$ cat src/rtl/synth_pkg.sv
// Shared widths and DAC framing states for the synth datapath.
// Imported by voice_controller and the DAC output stage.
package synth_pkg;
   localparam int SAMPLE_W = 24;
   localparam int DAC_W    = 16;

   typedef enum logic [1:0] {IDLE, LOAD, SHIFT, GAP} dac_state_e;
endpackage

$ cat src/rtl/dac_sample_formatter.sv
// Combinational sample -> DAC word: gain shift, narrow to 16 bits, offset binary.
// DAC_SATURATE_EN selects clamping on overflow; otherwise the low 16 bits wrap.
module dac_sample_formatter
   import synth_pkg::*;
#(
   parameter int GAIN_SHIFT = 3
) (
   input  logic [SAMPLE_W-1:0] i_sample,
   output logic [DAC_W-1:0]    o_word
);

   logic signed [SAMPLE_W-1:0] w_shifted;
   logic [DAC_W-1:0]           w_narrow;

   assign w_shifted = $signed(i_sample) >>> GAIN_SHIFT;

`ifdef DAC_SATURATE_EN
   logic w_ovf;

   // Fits in 16 signed bits only when everything above bit 14 matches the sign.
   assign w_ovf    = (w_shifted[SAMPLE_W-1:DAC_W-1] != {(SAMPLE_W-DAC_W+1){w_shifted[SAMPLE_W-1]}});
   assign w_narrow = !w_ovf               ? w_shifted[DAC_W-1:0] :
                     w_shifted[SAMPLE_W-1] ? {1'b1, {(DAC_W-1){1'b0}}} :
                                             {1'b0, {(DAC_W-1){1'b1}}};
`else
   logic w_unused;

   assign w_narrow = w_shifted[DAC_W-1:0];
   assign w_unused = ^w_shifted[SAMPLE_W-1:DAC_W];
`endif

   assign o_word = w_narrow ^ {1'b1, {(DAC_W-1){1'b0}}};

endmodule

$ cat src/rtl/dac_output_stage.sv
// Sample-rate strobe, sample capture and MSB-first 16-bit SPI DAC shifter.
// Formatting (and the DAC_SATURATE_EN option) lives in dac_sample_formatter.
module dac_output_stage
   import synth_pkg::*;
#(
   parameter int SAMPLE_PERIOD = 1024,
   parameter int SCLK_HALF     = 4,
   parameter int GAIN_SHIFT    = 3
) (
   input  logic                i_clk,
   input  logic                i_reset,
   input  logic [SAMPLE_W-1:0] i_sample,
   output logic                o_sample_tick,
   output logic                o_dac_cs_n,
   output logic                o_dac_sclk,
   output logic                o_dac_mosi,
   output logic                o_busy,
   output logic                o_overrun
);

   localparam int CNT_W = $clog2(SAMPLE_PERIOD);
   localparam int DIV_W = (SCLK_HALF > 1) ? $clog2(SCLK_HALF) : 1;
   localparam logic [CNT_W-1:0] CNT_LAST = CNT_W'(SAMPLE_PERIOD - 1);
   localparam logic [CNT_W-1:0] CNT_PRE  = CNT_W'(SAMPLE_PERIOD - 2);
   localparam logic [DIV_W-1:0] DIV_LAST = DIV_W'(SCLK_HALF - 1);

   logic [CNT_W-1:0]    r_cnt;
   logic                r_tick;
   dac_state_e          r_state, w_next;
   logic [SAMPLE_W-1:0] r_sample;
   logic [DAC_W-1:0]    r_shift;
   logic [DIV_W-1:0]    r_div;
   logic [4:0]          r_rises;
   logic                r_sclk, r_cs_n, r_busy, r_ovr;
   logic [DAC_W-1:0]    w_word;
   logic                w_div_end, w_all_sent;

   dac_sample_formatter #(.GAIN_SHIFT(GAIN_SHIFT)) u_fmt (
      .i_sample (r_sample),
      .o_word   (w_word)
   );

   // Tick is registered one count early so it is high exactly while r_cnt == SAMPLE_PERIOD-1.
   always_ff @(posedge i_clk or negedge i_reset) begin
      if (!i_reset) begin
         r_cnt  <= '0;
         r_tick <= 1'b0;
      end else begin
         r_cnt  <= (r_cnt == CNT_LAST) ? '0 : r_cnt + 1'b1;
         r_tick <= (r_cnt == CNT_PRE);
      end
   end

   assign w_div_end  = (r_div == DIV_LAST);
   assign w_all_sent = (r_rises == 5'd16);

   always_ff @(posedge i_clk or negedge i_reset) begin
      if (!i_reset) r_state <= IDLE;
      else          r_state <= w_next;
   end

   always_comb begin
      w_next = r_state;
      case (r_state)
         IDLE:    if (r_tick) w_next = LOAD;
         LOAD:    w_next = SHIFT;
         SHIFT:   if (w_div_end && r_sclk && w_all_sent) w_next = GAP;
         GAP:     if (w_div_end) w_next = IDLE;
         default: w_next = IDLE;
      endcase
   end

   always_ff @(posedge i_clk or negedge i_reset) begin
      if (!i_reset) begin
         r_sample <= '0;
         r_shift  <= '0;
         r_div    <= '0;
         r_rises  <= '0;
         r_sclk   <= 1'b0;
         r_cs_n   <= 1'b1;
         r_busy   <= 1'b0;
         r_ovr    <= 1'b0;
      end else begin
         r_busy <= (w_next != IDLE);
         r_ovr  <= r_tick && (r_state != IDLE);
         r_div  <= (r_state == IDLE || r_state == LOAD || w_div_end) ? '0 : r_div + 1'b1;
         case (r_state)
            IDLE: if (r_tick) r_sample <= i_sample;
            LOAD: begin
               r_shift <= w_word;
               r_cs_n  <= 1'b0;
               r_sclk  <= 1'b0;
               r_rises <= '0;
            end
            SHIFT: if (w_div_end) begin
               if (!r_sclk) begin
                  r_sclk  <= 1'b1;
                  r_rises <= r_rises + 1'b1;
               end else begin
                  r_sclk <= 1'b0;
                  // The falling point after the 16th rise ends the frame instead of shifting.
                  if (w_all_sent) r_cs_n  <= 1'b1;
                  else            r_shift <= {r_shift[DAC_W-2:0], 1'b0};
               end
            end
            default: ;
         endcase
      end
   end

   assign o_sample_tick = r_tick;
   assign o_dac_cs_n    = r_cs_n;
   assign o_dac_sclk    = r_sclk;
   assign o_dac_mosi    = r_shift[DAC_W-1];
   assign o_busy        = r_busy;
   assign o_overrun     = r_ovr;

endmodule

$ cat config.mk
export PLATFORM = sky130hd
export DESIGN_NAME = dac_output_stage
export DESIGN_NICKNAME = d
export VERILOG_FILES = /design/src/rtl/synth_pkg.sv /design/src/rtl/dac_sample_formatter.sv /design/src/rtl/dac_output_stage.sv
export SDC_FILE = /design/constraint.sdc
export NUM_CORES = 1
export LEC_CHECK = 0
export CAP_MARGIN = 5
export CORE_MARGIN = 2
export CORE_UTILIZATION = 45
export CTS_CLUSTER_DIAMETER = 200
export CTS_CLUSTER_SIZE = 24
export DETAILED_ROUTE_END_ITERATION = 12
export PLACE_DENSITY = 0.77
export REMOVE_ABC_BUFFERS = 1
export SYNTH_ARGS = -nofsm -noshare
export SYNTH_HDL_FRONTEND = slang
export SYNTH_SLANG_ARGS = --single-unit
$ cat constraint.sdc
create_clock -name i_clk -period 3.1 [get_ports i_clk]
set_clock_uncertainty 0.05 [all_clocks]
set_input_delay 0.62 -clock i_clk [delete_from_list [all_inputs] [get_ports i_clk]]
set_output_delay 0.62 -clock i_clk [all_outputs]
set_load 0.05 [all_outputs]
# Word-level counts from Yosys, hierarchy flattened
# Index checks and enable logic that the tools add are counted.
[totals]
inputBits = 26
register_bits = 59
output_inout_bits = 6
[op_classes]
mux = 20
bitwise_logic = 1
n_reduce_logical = 14
n_eq_ne = 12
n_addsub = 3
[ops]
columns = ["operator", "n"]
rows = [
  ["2-to-1 mux 16 bit", 3],
  ["case mux 16 bit (2 select lines)", 1],
  ["equality test 10 bit, second input constant", 2],
  ["adder 10 x 1 -> 10 bit, second input constant", 1],
  ["2-to-1 mux 10 bit", 1],
  ["2-to-1 mux 5 bit", 2],
  ["!= test 2 bit, second input constant", 5],
  ["case mux 5 bit (2 select lines)", 1],
  ["2-to-1 mux 2 bit", 4],
  ["case mux 2 bit (4 select lines)", 1],
  ["AND reduction 4 bit", 2],
  ["equality test 2 bit, second input constant", 3],
  ["nonzero test 2 bit", 3],
  ["adder 5 x 1 -> 5 bit, second input constant", 1],
  ["equality test 5 bit, second input constant", 1],
  ["2-to-1 mux 1 bit", 5],
  ["case mux 1 bit (2 select lines)", 2],
  ["AND reduction 2 bit", 2],
  ["logical AND 1 bit", 3],
  ["AND reduction 3 bit", 1],
  ["adder 2 x 1 -> 2 bit, second input constant", 1],
  ["equality test 2 x 1 -> 1 bit, second input constant", 1],
  ["zero test 2 bit", 1],
  ["logical OR 1 bit", 2],
  ["inverter 1 bit", 1],
]

# Logic depth before layout (Yosys ltp)
[logic_depth]
ltp_word = 6
ltp_mapped = 6
depth_no_buf = 5

# By module
# From an unflattened synthesis, not the netlist that was laid out.
[hier_totals]
hier_cells = 231
hier_area_um2 = 3000.4
[by_module_without_submodules]
columns = ["mod", "instances", "seq_area_each_um2", "cells_each", "area_each_um2"]
rows = [
  ["dac_output_stage", 1, 1602.8, 215, 2884.0],
  ["dac_sample_formatter", 1, 0.0, 16, 116.4],
]

# Least setup slack after synthesis
# Ideal clock, no wire load.
[synth_timing]
kind = "register to register"
start = "register r_sclk (netlist: o_dac_sclk)"
end = "register r_shift[10]"
stages_incl_launch_ff = 5
synth_period_minus_slack_ns = 1.854
n_path_buf = 1
t_arrival_ns = 1.679
setup_slack_ns = 1.246
path_cell_list = "dfrtp_1 nand4b_1 o21ai_2 buf_6 mux2_2"
[synth_between]
elab_chain_len = 2
[synth_lines]
columns = ["item", "line_no", "text"]
rows = [
  ["start: declaration", "dac_output_stage.sv:34", "logic r_sclk, r_cs_n, r_busy, r_ovr;"],
  ["start signal: assignment", "dac_output_stage.sv:79", "r_sclk <= 1'b0;"],
  ["start signal: assignment", "dac_output_stage.sv:92", "r_sclk <= 1'b0;"],
  ["start signal: assignment", "dac_output_stage.sv:97", "r_sclk <= 1'b1;"],
  ["!= test 2 bit (no source line)", "--", ""],
  ["AND reduction 4 bit (no source line)", "--", ""],
  ["end signal: assignment", "dac_output_stage.sv:90", "r_shift <= w_word;"],
  ["end signal: assignment", "dac_output_stage.sv:103", "else r_shift <= {r_shift[DAC_W-2:0], 1'b0};"],
  ["end: declaration", "dac_output_stage.sv:31", "logic [DAC_W-1:0] r_shift;"],
]
# Every way passes these cells.
# A chain may end at the register's enable or synchronous reset.

# Final worst setup path
[layout_timing]
start = "register r_cs_n (netlist: o_dac_cs_n)"
end = "output o_dac_cs_n"
[layout_lines]
columns = ["item", "line_no", "text"]
rows = [
  ["start: declaration", "dac_output_stage.sv:34", ""],
  ["start signal: assignment", "dac_output_stage.sv:80", "r_cs_n <= 1'b1;"],
  ["start signal: assignment", "dac_output_stage.sv:91", "r_cs_n <= 1'b0;"],
  ["start signal: assignment", "dac_output_stage.sv:102", "if (w_all_sent) r_cs_n <= 1'b1;"],
  ["end: declaration", "dac_output_stage.sv:14", "output logic o_dac_cs_n,"],
]
# No word-level cell between the ends.

==> run summary <==
Post-synth top flop: dfrtp_1
Clock transition at path regs: 0.10 ns
R2R Setup Slk: 0.91 ns
Multi-input gate area: 1040 um^2
final wirelength: 4.168 mm
placed cells: 289
FFs w/ async S/R, synth: 1.000
Crit path max-delay family: buffers and inverters
number of synthesized flops with an enable pin: 0
die height: 79.04 um
root buffer cell: clkbuf_8
drt pass-1 iters: 4
Die X: 79.04 um
vias in the first global route: 1602
signal arrival time at the worst endpoint: 1.65 ns
Initial Util: 0.4630
Worst EP required: 2.43 ns
Post-Layout Cell Count: 297
reg2reg path depth: 5
status: finished clean
number of synthesized register bits: 56
DR WL/cell: 14.03 um
CORE AREA: 5473 um^2
Max Cap Viol: 0
f_max: 0.4313 GHz
setup_tns: 0 ns
dominant cell type by area after synthesis: dfrtp_1
Cell variety after synth: 41
Post-Place Cell Area: 2814 um^2
Final HPWL DP: 2.928 mm
most frequent cells in the layout: 55 x dfrtp_1, 45 x mux2_2, 22 x clkdlybuf4s50_1
total CTS buffers: 5
Critical Path Fanout Max: 2
top cells by area, synth: dfrtp_1 54%, mux2_2 20%, ha_1 2.5%
Row Count: 27
Ports: 32
Hold Violations, Final: 0
Clk Latency, worst-skew pair: 0.31 ns
register area share after synthesis: 0.5536
Tot GR Track Use: 0.1440
Synth Warn #: 0
Resized cells post-CTS: 0
commonest non-fill, non-tap cell in the layout: dfrtp_1
antenna-violating nets left: 0
First DRT Iteration DRCs: 70
hold buffer count at CTS: 0
Placer Congestion: 0.7676
crit share post-route: 0.7479
measured slew at the worst slew-check pin: 0.8238 ns
CP Cell Sequence: clkdlybuf4s50_1
Nets: 255
Final Max Tran Viols: 0
Synth top area share: 0.5432
CTS tree: done
minimum clock period: 2.318 ns
FILL cells: 494
Antenna Cells: 0
Syn Inst Count: 199
CP peak stage delay: 0.79 ns
Rel. slew slack: 0.4508
Reg area: 1403 um^2
Die Area: 6247 um^2
CTS sink cnt: 56
Cell Pwr Density: 406.6 nW/um^2
Post CTS Setup Buffer Count: 0
worst hold path type: input pin to asynchronous set/reset pin
Leakage: 1.388 nW
initial antenna violation count: 0
detailed-route via count: 1552
Setup Crit Path Kind: flop to primary output
largest net degree at the start of global routing: 23
Critical Path End Type: primary output
first-pass GRT wire length: 7.120 mm
final instance area: 2910 um^2
area grow syn2layout: 14.86%
I/O Buffers: 23
Syn Area/Cell: 12.73 um^2
remaining global-route overflow: 0
RSZ-0062 raised after global routing: false
Max Root-Sink Buffers: 2
total number of H-tree levels: 2
layout cells sized above 1: 0.2711
Final Util: 0.5318
DRC Markers: 0
Vias/cell: 5.226
Syn Std Cell Area: 2534 um^2
Peak VDD IR: 221.5 uV
final setup fails: 0
Startpoint Class: flop
CP bufs+invs: 1
Critical Path Slowest Stage Cell: clkdlybuf4s50_1
Stages on worst setup path: 1
synth_stat cells, types with 2 or more instances:
cell and instances:
xnor2_1 2, buf_2 4, nor2b_1 5, or4_1 2, and3_1 2, mux2_2 45, ha_1 5, nor3_1 3
o22ai_1 2, inv_1 9, nand4_1 2, a21oi_1 4, or3_1 3, nand2_1 6, buf_6 3, dfrtp_1 55
xor2_1 3, nand3b_1 2, o21ai_0 7, nand2b_1 2, nor2_1 7, nand3_1 7
logic make-up after synthesis:
group                    after synthesis  synth area share
AND/OR/NAND/NOR                       49            0.1126
buffers and inverters                 17           0.03605
XOR/XNOR                               5           0.01729
AO/OA/AOI/OAI                         21           0.05186
multiplexers                          46            0.2040
adder cells (fa/ha/maj)                5           0.02469
flip-flops                            56            0.5536
through the flow:
| stage | setup slack [ns] | hold WS (ns) | power [W] |
|---|---|---|---|
| after floorplan | 1.019 | 0.2744 | 0.0007447 |
| after global placement | 0.9590 | 0.3758 | 0.0007814 |
| after detailed placement | 0.9193 | 0.3919 | 0.0007819 |
| after CTS | 0.7606 | 0.2187 | 0.001204 |
| after global routing | 0.7260 | 0.2365 | 0.001236 |
| final | 0.7816 | 0.2131 | 0.001183 |
state kept, by name, indices dropped and copies added (netlist names), 2 cells and up:
name      cells
r_div         2
r_shift      16
r_sample     16
r_rises       5
r_cnt        10
r_state       2
power breakdown:
part | total, W | internal, W | switching (W)
sequential | 0.000730 | 0.000730 | 0
combinational | 0.0000364 | 0.0000196 | 0.0000168
clock | 0.000417 | 0.000183 | 0.000234
path summary, 6_finish.rpt:
path                                   startpoint                      end
setup reg to reg           r_rises[0]$_DFFE_PN0P_   r_shift[2]$_DFFE_PN0P_
setup / recovery           o_dac_cs_n$_DFFE_PN1P_               o_dac_cs_n
hold reg to reg                r_div[0]$_DFF_PN0_       r_div[0]$_DFF_PN0_
hold / removal                            i_reset  r_shift[15]$_DFFE_PN0P_
max in group asynchronous                 i_reset       r_cnt[3]$_DFF_PN0_
min in group i_clk             r_div[0]$_DFF_PN0_       r_div[0]$_DFF_PN0_
metal layers:
layer / global-route usage / vias to the layer above / share of wire
met2: 0.2381 / 25 / 0.49
li1: - / 743 / -
met4: 0.04138 / 0 / 0.011
met1: 0.1872 / 777 / 0.46
met5: 0 / - / 0
met3: 0.03864 / 7 / 0.039
cell type report:
class	instances	area share
Tap cell	72	0.03095
Timing Repair Buffer	26	0.08512
Clock buffer	6	0.02837
Clock inverter	2	0.004729
Inverter	9	0.01161
Sequential cell	56	0.4819
Multi-Input combinational cell	126	0.3573
No activity file was read; power rests on OpenSTA's default activity.
